--- src/rtl/add_sequencer.sv ---
// Multi-cycle adder: one SLICE_W-bit adder is time-shared over SLICES slices, with the carry
// rippling between slices through a register. Results and flags are registered on the last slice.
module add_sequencer #(
  parameter int unsigned SLICE_W = 16,
  parameter int unsigned SLICES  = 4
) (
  input  logic                       clk,
  input  logic                       rst_n,
  input  logic                       start,
  input  logic [SLICE_W*SLICES-1:0]  a,
  input  logic [SLICE_W*SLICES-1:0]  b,
  input  logic                       cin,
  output logic [SLICE_W*SLICES-1:0]  sum,
  output logic                       cout,
  output logic                       flag_s,
  output logic                       flag_z,
  output logic                       flag_p,
  output logic                       flag_ov,
  output logic                       busy,
  output logic                       done
);

  localparam int unsigned Width = SLICE_W * SLICES;
  localparam int unsigned IdxW  = (SLICES > 1) ? $clog2(SLICES) : 1;

  typedef enum logic [1:0] {StIdle, StRun, StDone} state_e;

  state_e            state_q;
  logic [IdxW-1:0]   idx_q;
  logic              carry_q;
  logic [Width-1:0]  a_q;
  logic [Width-1:0]  b_q;

  logic [SLICE_W-1:0] add_a;
  logic [SLICE_W-1:0] add_b;
  logic [SLICE_W-1:0] add_s;
  logic               add_c;
  logic [Width-1:0]   sum_next;
  logic               last_slice;

  // Slice select with constant part-selects keeps the mux explicit and width-exact.
  always_comb begin
    add_a = '0;
    add_b = '0;
    for (int unsigned i = 0; i < SLICES; i++) begin
      if (idx_q == IdxW'(i)) begin
        add_a = a_q[i*SLICE_W +: SLICE_W];
        add_b = b_q[i*SLICE_W +: SLICE_W];
      end
    end
  end

  // The single shared adder.
  assign {add_c, add_s} = {1'b0, add_a} + {1'b0, add_b} + {{SLICE_W{1'b0}}, carry_q};

  always_comb begin
    sum_next = sum;
    for (int unsigned i = 0; i < SLICES; i++) begin
      if (idx_q == IdxW'(i)) begin
        sum_next[i*SLICE_W +: SLICE_W] = add_s;
      end
    end
  end

  assign last_slice = (idx_q == IdxW'(SLICES - 1));

  always_ff @(posedge clk or negedge rst_n) begin
    if (!rst_n) begin
      state_q <= StIdle;
      idx_q   <= '0;
      carry_q <= 1'b0;
      a_q     <= '0;
      b_q     <= '0;
      sum     <= '0;
      cout    <= 1'b0;
      flag_s  <= 1'b0;
      flag_z  <= 1'b0;
      flag_p  <= 1'b0;
      flag_ov <= 1'b0;
      busy    <= 1'b0;
      done    <= 1'b0;
    end else begin
      unique case (state_q)
        StIdle, StDone: begin
          if (start) begin
            a_q     <= a;
            b_q     <= b;
            carry_q <= cin;
            idx_q   <= '0;
            state_q <= StRun;
            busy    <= 1'b1;
          end else begin
            state_q <= StIdle;
          end
          done <= 1'b0;
        end
        StRun: begin
          sum     <= sum_next;
          carry_q <= add_c;
          idx_q   <= idx_q + 1'b1;
          if (last_slice) begin
            cout    <= add_c;
            flag_s  <= sum_next[Width-1];
            flag_z  <= (sum_next == '0);
            flag_p  <= ~^sum_next;
            flag_ov <= (a_q[Width-1] == b_q[Width-1]) && (sum_next[Width-1] != a_q[Width-1]);
            state_q <= StDone;
            busy    <= 1'b0;
            done    <= 1'b1;
          end
        end
        default: begin
          state_q <= StIdle;
          busy    <= 1'b0;
          done    <= 1'b0;
        end
      endcase
    end
  end

endmodule

--- config.mk ---
export PLATFORM = sky130hd
export DESIGN_NAME = add_sequencer
export DESIGN_NICKNAME = d
export VERILOG_FILES = /design/src/rtl/add_sequencer.sv
export SDC_FILE = /design/constraint.sdc
export NUM_CORES = 1
export LEC_CHECK = 0
export ABC_AREA = 1
export BUFFER_PORTS_ARGS = -buffer_cell sky130_fd_sc_hd__buf_2
export CAP_MARGIN = 5
export CORE_MARGIN = 2
export CORE_UTILIZATION = 40
export CTS_CLUSTER_DIAMETER = 120
export CTS_CLUSTER_SIZE = 8
export DETAILED_ROUTE_END_ITERATION = 7
export MAX_ROUTING_LAYER = met4
export PLACE_DENSITY = 0.59
export SLEW_MARGIN = 20
export SYNTH_ARGS = -nofsm -noshare
export SYNTH_HDL_FRONTEND = slang
export SYNTH_SLANG_ARGS = --single-unit
--- constraint.sdc ---
create_clock -name clk -period 8 [get_ports clk]
set_input_delay 1.2 -clock clk [delete_from_list [all_inputs] [get_ports clk]]
set_output_delay 1.2 -clock clk [all_outputs]
set_load 0.05 [all_outputs]
Yosys cells after proc, flatten, opt, wreduce, memory -nomap -nowiden
Index checks and enable logic that the tools add are counted.
{ "word_totals": {"output_inout_bits": 71, "latchBits": 0, "ramBits": 0, "input_bits": 132, "mem_count": 0, "register_bits": 204, "mem_bits_ro": 0} }
{ "op_classes": {"n_mul": 0, "n_mux": 24, "n_eq_ne": 9, "order_cmp": 0, "shift": 0, "addsub": 3, "bitwise_logic": 0, "div_mod_pow": 0, "reduce_logical": 11} }
{ "op_table": {"columns": ["operator", "n"], "rows": [
  ["2-to-1 mux 16 bit", 12],
  ["zero test 64 bit", 1],
  ["XNOR reduction 64 bit", 1],
  ["adder 16 x 16 -> 17 bit", 1],
  ["adder 17 x 1 -> 17 bit", 1],
  ["case mux 2 bit (2 select lines)", 2],
  ["AND reduction 2 bit", 4],
  ["equality test 2 bit, second input constant", 3],
  ["2-to-1 mux 1 bit", 6],
  ["equality test 2 x 1 -> 1 bit, second input constant", 2],
  ["zero test 2 bit", 2],
  ["2-to-1 mux 2 bit", 2],
  ["inequality test 2 bit, second input constant", 2],
  ["case mux 1 bit (2 select lines)", 2],
  ["adder 2 x 1 -> 2 bit, second input constant", 1],
  ["nonzero test 2 bit", 1],
  ["OR reduction 2 bit", 1],
  ["equality test 1 bit", 1],
  ["logical AND 1 bit", 1],
  ["inequality test 1 bit", 1]
]} }

Depth between registers and ports, before layout
Gate-level depths: netlist (run 1).
{ "logic_depth": {"depth_word": 10, "ltp_mapped": 39, "depth_no_buf": 38} }

Least setup slack after synthesis (run 1)
OpenSTA, ideal clock, no wires.
{ "synth_path": {"path_type": "flip-flop to flip-flop", "startpoint": "register idx_q[0]", "endpoint": "register flag_p", "arrival_ns": 4.346, "stages_incl_launch_ff": 35, "path_slack_ns": 3.536, "period_less_slack_ns": 4.464, "path_cell_list": "dfrtp_1 > ha_1 > buf_2 > inv_1 > clkbuf_1 > clkbuf_1 > o21ai_0 > fa_1 > fa_1 > inv_1 > nand2_1 > nand3_2 > inv_2 > o21bai_2 > nand2_1 > nand4_1 > nand2_1 > o21ai_0 > ha_1 > inv_1 > nand2_1 > nand3b_1 > nand2_1 > inv_1 > nand2_1 > nand2_1 > inv_1 > nand2_1 > nand2_1 > nand2_1 > inv_1 > nor2_1 > nand3_1 > nand3_1 > nand2_1"} }
{ "synth_between": {"elab_chain_len": 9, "word_cells_on_any_way": 20} }
{ "synth_rtl": {"columns": ["element", "line_no", "text"], "rows": [
  ["start, declared", "29", "logic [IdxW-1:0] idx_q;"],
  ["start signal, assigned", "100", "idx_q <= idx_q + 1'b1;"],
  ["zero test 2 bit", "46, 59", null],
  ["2-to-1 mux 16 bit (4 in a row)", "46", "if (idx_q == IdxW'(i)) begin"],
  ["adder 16 x 16 -> 17 bit", "54", "assign {add_c, add_s} = {1'b0, add_a} + {1'b0, add_b} + {{SLICE_W{1'b0}}, carry_q};"],
  ["adder 17 x 1 -> 17 bit", "54", null],
  ["2-to-1 mux 16 bit", "59", "if (idx_q == IdxW'(i)) begin"],
  ["XNOR reduction 64 bit", "105", "flag_p <= ~^sum_next;"],
  ["end signal, assigned", "105", null],
  ["end, declared", "17", "output logic flag_p,"]
]} }
Parallel ways exist; a longest one is shown, timed or not.
A chain may end at the register's enable or synchronous reset.

Worst setup path after layout (run 1)
Same ends and word-level chain as after synthesis.

==> impl_metrics.ini, run 1 <==
[synth]
netlist_area_sq_um = 11030
synth.distinct_cells = 41
synth_nets = 1387
synthCells = 1203
synth_ff_type = dfrtp_1
async_flop_share = 1.000
ys_top_cells_by_area = dfrtp_1 (46%), mux2_2 (13%), nand2_1 (11%), ha_1 (5.7%), o21ai_0 (5.4%)
ys_ff_latch = 203
ys_seq_area_frac = 0.4604
netlist_top_cells_count = nand2_1 (321), dfrtp_1 (203), mux2_2 (124)
avgSynthCellArea_sq_um = 9.172
synth_edf_count = 0
yosysMostFrequentCell = nand2_1
synth_top_cell_area_share = 0.4604
ys_warn_count = 0
synth_area_leader_cell = dfrtp_1

[setup_path]
cpLargestDelayFamily = buffers and inverters
crit_type = register to register
path_buf_inv = 4
startpoint_type = register
cp.required_ps = 8420
r2r-start = idx_q[0]
crit_path_frequent_cell = nand2_1
worstPathArrival_ps = 6420
endpoint_kind = register
crit_start = idx_q[0]
critical-path-max-stage-delay_ps = 740
cp_slowest_cell = clkinv_1
crit_fanout = 38

[global_route]
grt_pass1_wl_um = 46520
grt_overflow_total = 0
grt_max_degree = 101
antenna_found_initial = 11
grt_usage = 0.2118
grt_pass1_vias = 8659

[sta]
fin_worst_skew_ps = 17.49
relSlewSlack = 0.2460
slew_violations = 0
rsz0062_at_grt = no
fmax_mhz = 166.5
setup_viol = 0
fin_crit_sh = 0.7506
fin_crit_ps = 6005
hold_viol = 0
tightest_slew_ps = 1123
setup_tns_ps = 0

[clocking]
clockBufferDepth = 3
cts_resized = 0
cts.sinks = 203
post_cts_buffers = 0
h-tree-depth = 1
cts-root-buf = clkbuf_16
cts.clk_slew.worst_paths_ps = 50
cts_tree = done
insertion_delay_ps = 540
hold_buffers = 0
numCtsBuffers = 29

[floorplan]
core_sq_um = 27030
die_y_um = 170.1
die_width_um = 170.1
start_util = 0.4083
die_area_sq_um = 28930
rows = 60
ioPinCount = 203

[status]
status = completed

[hold_path]
min_path_type = register to register
min_from = cout

[route]
vias = 8808
via_per_inst = 5.074
wl_um = 29450
wl_per_cell_um = 16.96
drtIter0Drc = 583
drc_errors = 0
dr.pass1.iters = 6
antenna_left = 0

[final_layout]
nets = 1567
fillers = 2594
final_layout_size_suffix_gt1_frac = 0.3001
areaGrowthSynthToFinish_pct = 18.51

[placed_design]
dp_hpwl_um = 21150
gp_congestion = 0.8411
place.port_buffers = 202

[job]
drv_cap = 0
cells in the final DEF, fill, tap and decap left out, types with 3 or more instances in the layout:
master / count
a21oi_1: 44
a22oi_1: 33
buf_2: 201
buf_4: 9
clkbuf_16: 29
dfrtp_1: 203
diode_2: 12
ha_1: 49
inv_1: 56
inv_2: 3
mux2_2: 124
nand2_1: 320
nand2_2: 7
nand3_1: 26
nand3_2: 3
nand4_1: 9
nor2_1: 49
nor2_4: 4
o21ai_0: 120
o21ai_1: 20
o21ai_2: 12
o21bai_2: 3
or2_2: 8
xnor2_1: 14
xor2_1: 10
metal layers:
layer	track usage	routed length, um	vias up
li1	-	-	4435
met1	0.2858	13920	4121
met2	0.3355	13390	224
met3	0.04256	1745	28
met4	0.03716	403	0
met5	-	0	-
flip-flops by register name (all words and copies together) (netlist names):
register	flops
carry_q	1
b_q	64
state_q	1
flag_z	1
sum	64
flag_ov	1
idx_q	2
a_q	64
flag_s	1
flag_p	1
cout	1
busy	1
done	1
worst paths after layout:
kind	slack, ps	endpoint	cells past startpoint
hold / removal	480	cout	2
setup reg to reg	2000	flag_p	29
max in group asynchronous	5850	a_q[36]	2
setup / recovery	2000	flag_p	29
hold reg to reg	480	cout	2
min in group asynchronous	690	b_q[16]	1
kinds of logic after synthesis:
| group | count (synthesis) | synth area share |
|---|---|---|
| compound gates | 242 | 0.1255 |
| xor+xnor | 26 | 0.02200 |
| fa+ha+maj | 52 | 0.06032 |
| buf+inv | 124 | 0.04490 |
| flops | 203 | 0.4604 |
| mux | 124 | 0.1265 |
| simple gates | 432 | 0.1603 |
layout make-up:
| type | instances | area, sq um | share of cell area |
|---|---|---|---|
| multi-input combinational | 876 | 5477 | 0.4188 |
| sequential | 203 | 5080 | 0.3885 |
| timing repair buffer | 211 | 1087 | 0.08315 |
| clock buffer | 29 | 725.7 | 0.05550 |
| tap | 341 | 426.7 | 0.03263 |
| inverter | 62 | 234.0 | 0.01789 |
| antenna | 12 | 30.03 | 0.002296 |
| clock inverter | 2 | 16.27 | 0.001244 |
worst reg2reg max path: cells and delay by family, from the launching register on:
kind	cells	cell delay, ps
buffers and inverters	4	1720
and+or+nand+nor	16	1210
xor gates and xnor gates	2	970
adders and majority gates	3	850
AOI/OAI and AO/OA	4	740
DFF	1	400
metrics by stage:
step / std cells / hold WS (ps) / instance area [sq um] / setup slack, ps / utilization
floorplan: 1203 / 473.9 / 11030 / 3536 / -
global placement: 1693 / 462.6 / 12300 / 2083 / 0.4552
detailed placement: 1693 / 464.2 / 12300 / 1989 / 0.4552
CTS: 1724 / 477.8 / 13050 / 1963 / 0.4827
global route: 1735 / 490.8 / 13070 / 1298 / 0.4838
finish: 1736 / 475.5 / 13080 / 1995 / 0.4838
Power of run 1 is left out: the tool's default activity adds up to more than one toggle a clock period on the data nets, which glitch-free logic cannot reach.
==> run 2, diff against run 1 <==
==> constraint.sdc (replaced) <==
create_clock -name clk -period 5.8 [get_ports clk]
set_input_delay 0.87 -clock clk [delete_from_list [all_inputs] [get_ports clk]]
set_output_delay 0.87 -clock clk [all_outputs]
set_load 0.05 [all_outputs]
==> impl_metrics.ini, run 2 (synthesis gave the netlist of run 1 again) <==
[placed_design]
gp_congestion = 0.8451
dp_slack_ps = 804.0
dp_hpwl_um = 21460
place.port_buffers = 202

[clocking]
insertion_delay_ps = 550
clockBufferDepth = 3
numCtsBuffers = 29
cts-root-buf = clkbuf_16
h-tree-depth = 1
cts_tree = done
hold_buffers = 0
cts_resized = 0
cts.clk_slew.worst_paths_ps = 60
post_cts_buffers = 0
cts.sinks = 203

[status]
status = completed

[sta]
relSlewSlack = 0.2871
setup_viol = 0
setup_tns_ps = 0
fmax_mhz = 197.8
fin_crit_ps = 5055
fin_crit_sh = 0.8715
fin_worst_skew_ps = 19.89
rsz0062_at_grt = no
tightest_slew_ps = 1062
hold_viol = 0
slew_violations = 0
worst_slack_ps = 745.3

[global_route]
grt_max_degree = 106
grt_pass1_wl_um = 47630
grt_usage = 0.2160
grt_pass1_vias = 8800
grt_overflow_total = 0
antenna_found_initial = 3

[final_layout]
areaGrowthSynthToFinish_pct = 19.13
fillers = 2621
final_layout_size_suffix_gt1_frac = 0.3046
largestRegisters = a_q: 64 flops, b_q: 64 flops, sum: 64 flops
layout_common_cells = nand2_1 (320), dfrtp_1 (203), buf_2 (201)
nets = 1576
final_common_cell = nand2_1

[setup_path]
regToRegEndpoint = flag_p
endpoint_kind = register
crit_start = idx_q[0]
r2r_cells = 30
critPathCapture = flag_p
r2r-start = idx_q[0]
critical-path-max-stage-delay_ps = 860
r2r_slack_ps = 750
startpoint_type = register
crit_fanout = 29
worstPathArrival_ps = 5490
cp.required_ps = 6240
cp_slowest_cell = xnor2_1
crit_path_frequent_cell = nand2_1
crit_type = register to register

[route]
wl_per_cell_um = 17.04
drtIter0Drc = 631
vias = 8929
antenna_left = 0
wl_um = 29580
drc_errors = 0
via_per_inst = 5.143
dr.pass1.iters = 6

[job]
drv_cap = 0

[floorplan]
die_y_um = 170.1
core_sq_um = 27030
ioPinCount = 203
die_area_sq_um = 28930
start_util = 0.4083
die_width_um = 170.1
rows = 60

[hold_path]
min_path_type = input pin to async pin
run 2: cell type report:
type | count | area, sq um | area share
diodes | 3 | 7.507 | 0.0005711
clock buffers | 29 | 725.7 | 0.05521
clock inverters | 2 | 16.27 | 0.001237
inverters | 62 | 232.7 | 0.01770
multi-input cells | 876 | 5477 | 0.4166
flip-flops and latches | 203 | 5080 | 0.3864
well taps | 341 | 426.7 | 0.03246
repair buffers | 220 | 1180 | 0.08976
run 2: worst min-delay path by stage:
stage                 start  endpoint  slack [ps]  cells past startpoint
floorplan           a_q[34]   a_q[34]         470                      1
global placement       cout      cout         460                      2
detailed placement     cout      cout         460                      2
CTS                   rst_n   b_q[47]         460                      1
global route          rst_n    b_q[0]         490                      1
finish                rst_n   b_q[47]         380                      1
run 2: worst max-delay path, delay by kind of cell, from the launching register on:
| kind | cells | cell delay [ps] |
|---|---|---|
| simple gates | 17 | 1480 |
| xor+xnor | 1 | 860 |
| compound gates | 5 | 810 |
| fa+ha+maj | 3 | 780 |
| buf+inv | 4 | 580 |
| flops | 1 | 400 |
run 2: metrics by stage:
step | utilization | hold WS (ps) | cell area (sq um) | cells
6_report | 0.4864 | 378.3 | 13150 | 1736
5_1_grt | 0.4864 | 493.9 | 13150 | 1736
4_1_cts | 0.4861 | 464.6 | 13140 | 1733
3_5_place_dp | 0.4587 | 463.6 | 12400 | 1702
3_3_place_gp | 0.4587 | 458.2 | 12400 | 1702
2_1_floorplan | - | 473.9 | 11030 | 1203
run 2: routing by layer:
| layer | GRT usage | vias to the layer above | wire length [um] |
|---|---|---|---|
| li1 | - | 4432 | - |
| met1 | 0.2978 | 4185 | 13920 |
| met2 | 0.3312 | 261 | 13180 |
| met3 | 0.03442 | 51 | 1699 |
| met4 | 0.05983 | 0 | 788 |
| met5 | - | - | 0 |
Power of run 2 is left out for the same reason.
==> run 3, diff against run 2 <==
--- a/config.mk
+++ b/config.mk
@@ -14,7 +14,7 @@
 export CTS_CLUSTER_SIZE = 8
 export DETAILED_ROUTE_END_ITERATION = 7
 export MAX_ROUTING_LAYER = met4
-export PLACE_DENSITY = 0.59
+export RECOVER_POWER = 100
 export SLEW_MARGIN = 20
 export SYNTH_ARGS = -nofsm -noshare
 export SYNTH_HDL_FRONTEND = slang
==> impl_metrics.ini, run 3 (synthesis gave the netlist of run 1 again) <==
[clocking]
clockBufferDepth = 3
cts-root-buf = clkbuf_16
cts.sinks = 203
cts_tree = done
cts.clk_slew.worst_paths_ps = 50
numCtsBuffers = 29
post_cts_buffers = 0
insertion_delay_ps = 550
cts_resized = 0
hold_buffers = 0
h-tree-depth = 1

[route]
drc_errors = 0
via_per_inst = 5.164
drtIter0Drc = 658
dr.pass1.iters = 5
wl_um = 29650
antenna_left = 0
wl_per_cell_um = 17.11
vias = 8950

[sta]
relSlewSlack = -1.990
tightest_slew_ps = 4485
slew_violations = 213
setup_tns_ps = 0
setup_viol = 0
hold_viol = 0
fin_worst_skew_ps = 12.73
fmax_mhz = 194.7
worst_slack_ps = 665.0
fin_crit_sh = 0.8853
fin_crit_ps = 5135
rsz0062_at_grt = no

[floorplan]
rows = 60
start_util = 0.4083
die_width_um = 170.1
core_sq_um = 27030
die_area_sq_um = 28930
die_y_um = 170.1
ioPinCount = 203

[final_layout]
final_common_cell = nand2_1
layout_common_cells = nand2_1 (325), dfrtp_1 (203), o21ai_0 (133)
multi_input_area_sq_um = 5405
nets = 1576
final_layout_size_suffix_gt1_frac = 0.2371
largestRegisters = a_q: 64 flops, b_q: 64 flops, sum: 64 flops
fillers = 2641
areaGrowthSynthToFinish_pct = 17.50
num_antenna_cells = 0
register_area_sq_um = 5080

[placed_design]
place.port_buffers = 202
dp_slack_ps = 860.2
gp_congestion = 0.8409
dp_hpwl_um = 21610

[global_route]
antenna_found_initial = 0
grt_pass1_wl_um = 47680
grt_pass1_vias = 8917
grt_usage = 0.2156
grt_overflow_total = 0
grt_max_degree = 101

[setup_path]
cp.required_ps = 6240
crit_type = register to register
cp_slowest_cell = xor2_1
startpoint_type = register
crit_path_frequent_cell = nand2_1
critical-path-max-stage-delay_ps = 550
endpoint_kind = register
r2r_slack_ps = 660
crit_fanout = 31
worstPathArrival_ps = 5570

[status]
status = finished with violations
violations = capacitance limit, slew limit

[job]
drv_cap = 3

[hold_path]
min_path_type = register to register
==> run 3: cell count changes in the layout (fill, tap and decap cells not counted), sizes merged <==
| cell | previous run | this run |
|---|---|---|
| buf | 219 | 142 |
| clkbuf | 30 | 106 |
| diode | 3 | 0 |
| dlymetal6s4s | 0 | 1 |
==> run 3: path summary, 6_finish.rpt <==
check | from | to | cells past startpoint
worst max-delay path | idx_q[1] | flag_p | 33
worst min-delay path | flag_s | flag_s | 2
worst max register to register | idx_q[1] | flag_p | 33
worst min register to register | flag_s | flag_s | 2
max in group asynchronous | rst_n | a_q[50] | 2
min in group asynchronous | rst_n | a_q[47] | 1
==> run 3: layout make-up <==
cell class | instances | share of cell area
multi-input combinational | 876 | 0.4169
sequential | 203 | 0.3918
timing repair buffer | 220 | 0.08232
clock buffer | 29 | 0.05597
tap | 341 | 0.03291
inverter | 62 | 0.01795
clock inverter | 2 | 0.002123
==> run 3: per-layer routing <==
| metal | vias up | wire length (um) | GRT usage |
|---|---|---|---|
| li1 | 4417 | - | - |
| met1 | 4258 | 14270 | 0.3038 |
| met2 | 234 | 13340 | 0.3303 |
| met3 | 41 | 1407 | 0.03093 |
| met4 | 0 | 637 | 0.04980 |
| met5 | - | 0 | - |
==> run 3: worst max-delay path, delay by kind of cell (launching register included) <==
kind	cells	cell delay (ps)
AOI/OAI and AO/OA	5	560
xor gates and xnor gates	1	550
adders and majority gates	4	1510
buffers and inverters	6	580
DFF	1	370
and+or+nand+nor	17	1450
==> run 3: per-stage QoR <==
step / instances / utilization / area [sq um] / hold WS, ps
after floorplan: 1203 / - / 11030 / 473.9
after global placement: 1702 / 0.4585 / 12390 / 462.6
after detailed placement: 1702 / 0.4585 / 12390 / 464.4
after CTS: 1733 / 0.4863 / 13140 / 457.0
after global routing: 1733 / 0.4797 / 12960 / 511.4
final: 1733 / 0.4797 / 12960 / 481.1
Power of run 3 is left out for the same reason.
